<file path="src/rtl/addsub_arbiter.sv">
// Round-robin arbiter that time-shares one WIDTH-bit adder/subtractor among NREQ requesters
// and returns an ID-tagged, flag-qualified result over a valid/ready response channel.

module adder_subtractor #(
  parameter int WIDTH = 6
) (
  input  logic [WIDTH-1:0] a,
  input  logic [WIDTH-1:0] b,
  input  logic             s,
  output logic [WIDTH-1:0] answer,
  output logic             carry,
  output logic             ovf
);
  logic [WIDTH-1:0] b_eff_s;
  logic [WIDTH:0]   sum_s;

  // Subtract is A + ~B + 1; overflow when like-signed operands yield a differently signed result.
  always_comb begin
    b_eff_s = s ? ~b : b;
    sum_s   = {1'b0, a} + {1'b0, b_eff_s} + {{WIDTH{1'b0}}, s};
    answer  = sum_s[WIDTH-1:0];
    carry   = sum_s[WIDTH];
    ovf     = (a[WIDTH-1] == b_eff_s[WIDTH-1]) && (sum_s[WIDTH-1] != a[WIDTH-1]);
  end
endmodule

module addsub_arbiter #(
  parameter int WIDTH = 6,
  parameter int NREQ  = 4
) (
  input  logic                  clk,
  input  logic                  rst_n,
  input  logic [NREQ-1:0]       req,
  input  logic [NREQ*WIDTH-1:0] op_a,
  input  logic [NREQ*WIDTH-1:0] op_b,
  input  logic [NREQ-1:0]       op_sub,
  output logic [NREQ-1:0]       gnt,
  output logic                  busy,
  output logic                  rsp_valid,
  input  logic                  rsp_ready,
  output logic [1:0]            rsp_id,
  output logic [WIDTH-1:0]      rsp_result,
  output logic                  rsp_carry,
  output logic                  rsp_ovf
);
  localparam int IW = (NREQ > 2) ? 2 : 1;

  typedef enum logic [1:0] {IDLE = 2'd0, EXEC = 2'd1, RESP = 2'd2} state_t;

  state_t           state_r, state_s;
  logic             busy_r;
  logic [1:0]       ptr_r, win_s;
  logic             found_s;
  logic [NREQ-1:0]  gnt_s;
  logic [WIDTH-1:0] a_r, b_r;
  logic             sub_r;
  logic [1:0]       id_r;
  logic [WIDTH-1:0] answer_s;
  logic             carry_s, ovf_s;
  logic [WIDTH-1:0] result_r;
  logic             carry_r, ovf_r, valid_r;
  logic [1:0]       rsp_id_r;

  adder_subtractor #(.WIDTH(WIDTH)) u_addsub (
    .a      (a_r),
    .b      (b_r),
    .s      (sub_r),
    .answer (answer_s),
    .carry  (carry_s),
    .ovf    (ovf_s)
  );

  // Winner search starting at ptr and wrapping modulo NREQ; the first pending requester wins.
  always_comb begin
    int idx;
    idx     = 0;
    found_s = 1'b0;
    win_s   = 2'd0;
    for (int k = 0; k < NREQ; k++) begin
      idx = (int'(ptr_r) + k) % NREQ;
      if (!found_s && req[idx[IW-1:0]]) begin
        found_s = 1'b1;
        win_s   = 2'(idx);
      end else begin
        found_s = found_s;
      end
    end
  end

  // State register; busy is registered alongside so it tracks the state exactly.
  always_ff @(posedge clk or negedge rst_n) begin
    if (!rst_n) begin
      state_r <= IDLE;
      busy_r  <= 1'b0;
    end else begin
      state_r <= state_s;
      busy_r  <= (state_s != IDLE);
    end
  end

  // Next-state logic: arbitrate only in IDLE, one EXEC cycle, hold RESP until accepted.
  always_comb begin
    state_s = state_r;
    case (state_r)
      IDLE: begin
        if (found_s) state_s = EXEC;
        else         state_s = IDLE;
      end
      EXEC: state_s = RESP;
      RESP: begin
        if (rsp_ready) state_s = IDLE;
        else           state_s = RESP;
      end
      default: state_s = IDLE;
    endcase
  end

  // Mealy grant to the winner, issued only while idle.
  always_comb begin
    if ((state_r == IDLE) && found_s) begin
      gnt_s = {{(NREQ-1){1'b0}}, 1'b1} << win_s;
    end else begin
      gnt_s = {NREQ{1'b0}};
    end
  end

  // Operand capture on grant; the pointer moves past the winner so it drops to lowest priority.
  always_ff @(posedge clk or negedge rst_n) begin
    if (!rst_n) begin
      ptr_r <= 2'd0;
      a_r   <= {WIDTH{1'b0}};
      b_r   <= {WIDTH{1'b0}};
      sub_r <= 1'b0;
      id_r  <= 2'd0;
    end else if ((state_r == IDLE) && found_s) begin
      a_r   <= op_a[win_s*WIDTH +: WIDTH];
      b_r   <= op_b[win_s*WIDTH +: WIDTH];
      sub_r <= op_sub[win_s];
      id_r  <= win_s;
      ptr_r <= (win_s == 2'(NREQ-1)) ? 2'd0 : win_s + 2'd1;
    end
  end

  // Response registers: loaded from the shared unit in EXEC, held until the handshake.
  always_ff @(posedge clk or negedge rst_n) begin
    if (!rst_n) begin
      result_r <= {WIDTH{1'b0}};
      carry_r  <= 1'b0;
      ovf_r    <= 1'b0;
      rsp_id_r <= 2'd0;
      valid_r  <= 1'b0;
    end else if (state_r == EXEC) begin
      result_r <= answer_s;
      carry_r  <= carry_s;
      ovf_r    <= ovf_s;
      rsp_id_r <= id_r;
      valid_r  <= 1'b1;
    end else if ((state_r == RESP) && rsp_ready) begin
      valid_r  <= 1'b0;
    end
  end

  assign gnt        = gnt_s;
  assign busy       = busy_r;
  assign rsp_valid  = valid_r;
  assign rsp_id     = rsp_id_r;
  assign rsp_result = result_r;
  assign rsp_carry  = carry_r;
  assign rsp_ovf    = ovf_r;
endmodule

</file>
<file path="config.mk">
export PLATFORM = sky130hd
export DESIGN_NAME = addsub_arbiter
export DESIGN_NICKNAME = d
export VERILOG_FILES = /design/src/rtl/addsub_arbiter.sv
export SDC_FILE = /design/constraint.sdc
export NUM_CORES = 1
export LEC_CHECK = 0
export BUFFER_PORTS_ARGS = -buffer_cell sky130_fd_sc_hd__buf_2
export CELL_PAD_IN_SITES_DETAIL_PLACEMENT = 1
export CELL_PAD_IN_SITES_GLOBAL_PLACEMENT = 2
export CORE_UTILIZATION = 33
export CTS_BUF_LIST = sky130_fd_sc_hd__clkbuf_8
export DETAILED_ROUTE_END_ITERATION = 6
export PLACE_DENSITY_LB_ADDON = 0.1
export SYNTH_ARGS = -nofsm -noshare
export SYNTH_HDL_FRONTEND = slang
export SYNTH_HIERARCHICAL = 1
export SYNTH_SLANG_ARGS = --single-unit
export TNS_END_PERCENT = 30
</file>
<file path="constraint.sdc">
create_clock -name clk -period 4.4 [get_ports clk]
set_input_delay 0.44 -clock clk [delete_from_list [all_inputs] [get_ports clk]]
set_output_delay 0.44 -clock clk [all_outputs]
set_load 0.1 [all_outputs]
</file>
==> results.sh <==
export IMPL_outcome="finished clean"
export IMPL_async_reset_ff_frac=1.00
export IMPL_avgSynthCellArea_um2=10.2
export IMPL_hold_class="input pin to async pin"
export IMPL_crit_cells=6
export IMPL_gr_usage_met3=0.0261
export IMPL_max_stage_delay_ns=0.49
export IMPL_globalRoute_busiestLayer="met2"
export IMPL_antenna_diode_count=0
export IMPL_start_util=0.343
export IMPL_syn_inst=201
export IMPL_preCtsSetupSlack_ns=1.64
export IMPL_ios=75
export IMPL_leakage_nw=1.30
export IMPL_drt_iter0_drc=29
export IMPL_cp_arrival_ns=2.57
export IMPL_ant_nets=0
export IMPL_min_period_ns=3.01
export IMPL_cts_hold_buf=0
export IMPL_port_buffer_count=74
export IMPL_row_count=28
export IMPL_wl_per_cell_um=14.0
export IMPL_setup_violations_final=0
export IMPL_clk_latency_ns=0.28
export IMPL_crit_chain="nand2b_4, a21o_1, and2_4, ha_1, and2_1, buf_2"
export IMPL_grt_pass1_wl_mm=8.09
export IMPL_grt_pass1_vias=1736
export IMPL_htree_num_levels=2
export IMPL_clockBufferDepth=2
export IMPL_slew_headroom=0.389
export IMPL_rsz0062_at_grt="no"
export IMPL_die_area_mm2=0.00651
export IMPL_dpl_hpwl_mm=3.83
export IMPL_die_height_um=80.7
export IMPL_syn_nets=267
export IMPL_drive_above_1_share=0.374
export IMPL_grt_ovfl_total=0
export IMPL_grt_max_degree=32
export IMPL_final_max_slew_viol_count=0
export IMPL_track_usage=0.162
export IMPL_cts_tree="yes"
export IMPL_r2r_cells=7
export IMPL_use_met2=0.263
export IMPL_ys_ff_latch=31
export IMPL_finClkSkew_ns=0.00505
export IMPL_ys_warn_count=6
export IMPL_fmax_ghz=0.332
export IMPL_yosys_cell_types_count=39
export IMPL_yosysSeqAreaShare=0.379
export IMPL_fin_crit_sh=0.684
export IMPL_core_area_mm2=0.00596
export IMPL_tightest_slew_ns=0.914
export IMPL_final_nets=335
export IMPL_cts_made_buffers=5
export IMPL_area_growth_pct=23.6
export IMPL_path_clk_slew_ns=0.07
export IMPL_post_cts_resize_count=0
export IMPL_end_kind="output port"
export IMPL_finalHoldViolCount=0
export IMPL_netlist_area_mm2=0.00204
export IMPL_gp_congestion=0.699
export IMPL_fillers=731
export IMPL_worst_slack_ns=1.39
export IMPL_num_vias=1704
export IMPL_cp_start_kind="flop"
export IMPL_synth_top_cell_by_area="dfrtp_1"
export IMPL_drc=0
export IMPL_crit_fanout=27
export IMPL_antenna_found_initial=0
export IMPL_peakVddDrop_uv=542
export IMPL_tns_ns=0
export IMPL_synth_cells_most_frequent="dfrtp_1, nand2_1, o21ai_0, and3_1, mux2i_1"
export IMPL_drv_cap=0
export IMPL_cp_num_buf_inv=1
export IMPL_cp_slowest_cell="a21o_1"
export IMPL_clock_sinks=31
export IMPL_pwr_density_cell_mw_per_mm2=947
export IMPL_required_ns=3.96
export IMPL_synthFlopType="dfrtp_1"
export IMPL_synth_top_cell_area_share=0.379
export IMPL_critPathKind="flop to output port"
export IMPL_synth_edf_count=0
export IMPL_yosys_top_cells_area="dfrtp_1, mux2i_1, mux2_2, a21boi_0, o211ai_1"
export IMPL_post_synth_top_count_cell="dfrtp_1"
export IMPL_met1_usage=0.217
export IMPL_via_per_inst=4.94
export IMPL_firstDrtPassIters=4
export IMPL_die_w_um=80.7
export IMPL_routed_wl_mm=4.83
export IMPL_root_buffer="clkbuf_8"
export IMPL_post_cts_setup_buffers=0
export IMPL_critical_path_top_delay_family="simple AND/OR/NAND/NOR gates"
where the power goes:
group	internal (W)	leakage [nW]	switching, W	total [W]
logic	0.000544	0.863	0.00102	0.00157
clock network	0.000183	0.0612	0.000105	0.000288
registers	0.000433	0.377	0.000105	0.000538
total	0.00116	1.30	0.00123	0.00239
layout by cell type (no fill, tap or decap), types with 2 or more instances in the layout:
master and n:
nor2b_1 2, a21o_1 6, and3_1 14, nor2_1 6, clkbuf_8 6, buf_2 74, mux2_4 2, xor2_1 8
ha_1 6, xnor2_1 2, nand2b_1 2, o21a_1 2, dfrtp_1 31, mux2i_1 14, mux2_2 10, nand2_1 20
a21boi_0 13, a21oi_1 5, inv_1 3, o21ai_0 15, o211ai_1 13
routing by layer:
layer / routed length [um] / share of wire / vias to the layer above
met3: 247 / 0.051 / 6
met2: 2140 / 0.44 / 53
met1: 2390 / 0.49 / 784
met4: 54 / 0.011 / 0
li1: - / - / 861
met5: 0 / 0 / -
through the flow:
step / util / std cells / hold WS, ns / instance area, um^2 / total power, W
floorplan: - / 201 / 0.144 / 2040 / 0.00190
global placement: 0.404 / 337 / 0.465 / 2410 / 0.00211
detailed placement: 0.404 / 337 / 0.470 / 2410 / 0.00214
CTS: 0.424 / 345 / 0.225 / 2530 / 0.00243
global route: 0.424 / 345 / 0.258 / 2530 / 0.00259
finish: 0.424 / 345 / 0.203 / 2530 / 0.00239
area by class of cell:
| type | instances | area, um^2 | share of cell area |
|---|---|---|---|
| clock buffer | 6 | 82.6 | 0.0327 |
| tap | 75 | 93.8 | 0.0371 |
| timing repair buffer | 74 | 370 | 0.147 |
| clock inverter | 2 | 35.0 | 0.0139 |
| sequential | 31 | 776 | 0.307 |
| inverter | 4 | 15.0 | 0.00594 |
| multi-input combinational | 153 | 1150 | 0.457 |
registers in the layout (all words and copies together) (netlist names):
signal,cells
busy,1
a_r,6
rsp_ovf,1
state_r,2
ptr_r,2
rsp_carry,1
sub_r,1
rsp_id,2
b_r,6
id_r,2
rsp_valid,1
rsp_result,6
logic make-up (layout without fill, tap and decap cells):
logic type | after synthesis | in the layout | synth area share
AOI/OAI and AO/OA | 62 | 62 | 0.217
and+or+nand+nor | 48 | 48 | 0.120
DFF | 31 | 31 | 0.379
muxes | 26 | 26 | 0.138
buffers and inverters | 17 | 86 | 0.0563
xor gates and xnor gates | 10 | 10 | 0.0428
adders and majority gates | 7 | 7 | 0.0465
final timing paths:
path,slack [ns],end,from
max,1.39,gnt[3],ptr_r[1]$_DFFE_PN0P_
min,0.20,rsp_result[1]$_DFFE_PN0P_,rst_n
max reg2reg,2.05,rsp_ovf$_DFFE_PN0P_,sub_r$_DFFE_PN0P_
min reg2reg,0.48,id_r[1]$_DFFE_PN0P_,id_r[1]$_DFFE_PN0P_
max in group asynchronous,3.76,a_r[1]$_DFFE_PN0P_,rst_n
min in group clk,0.47,b_r[2]$_DFFE_PN0P_,op_b[8]
Power figures use the tool's default switching activity.
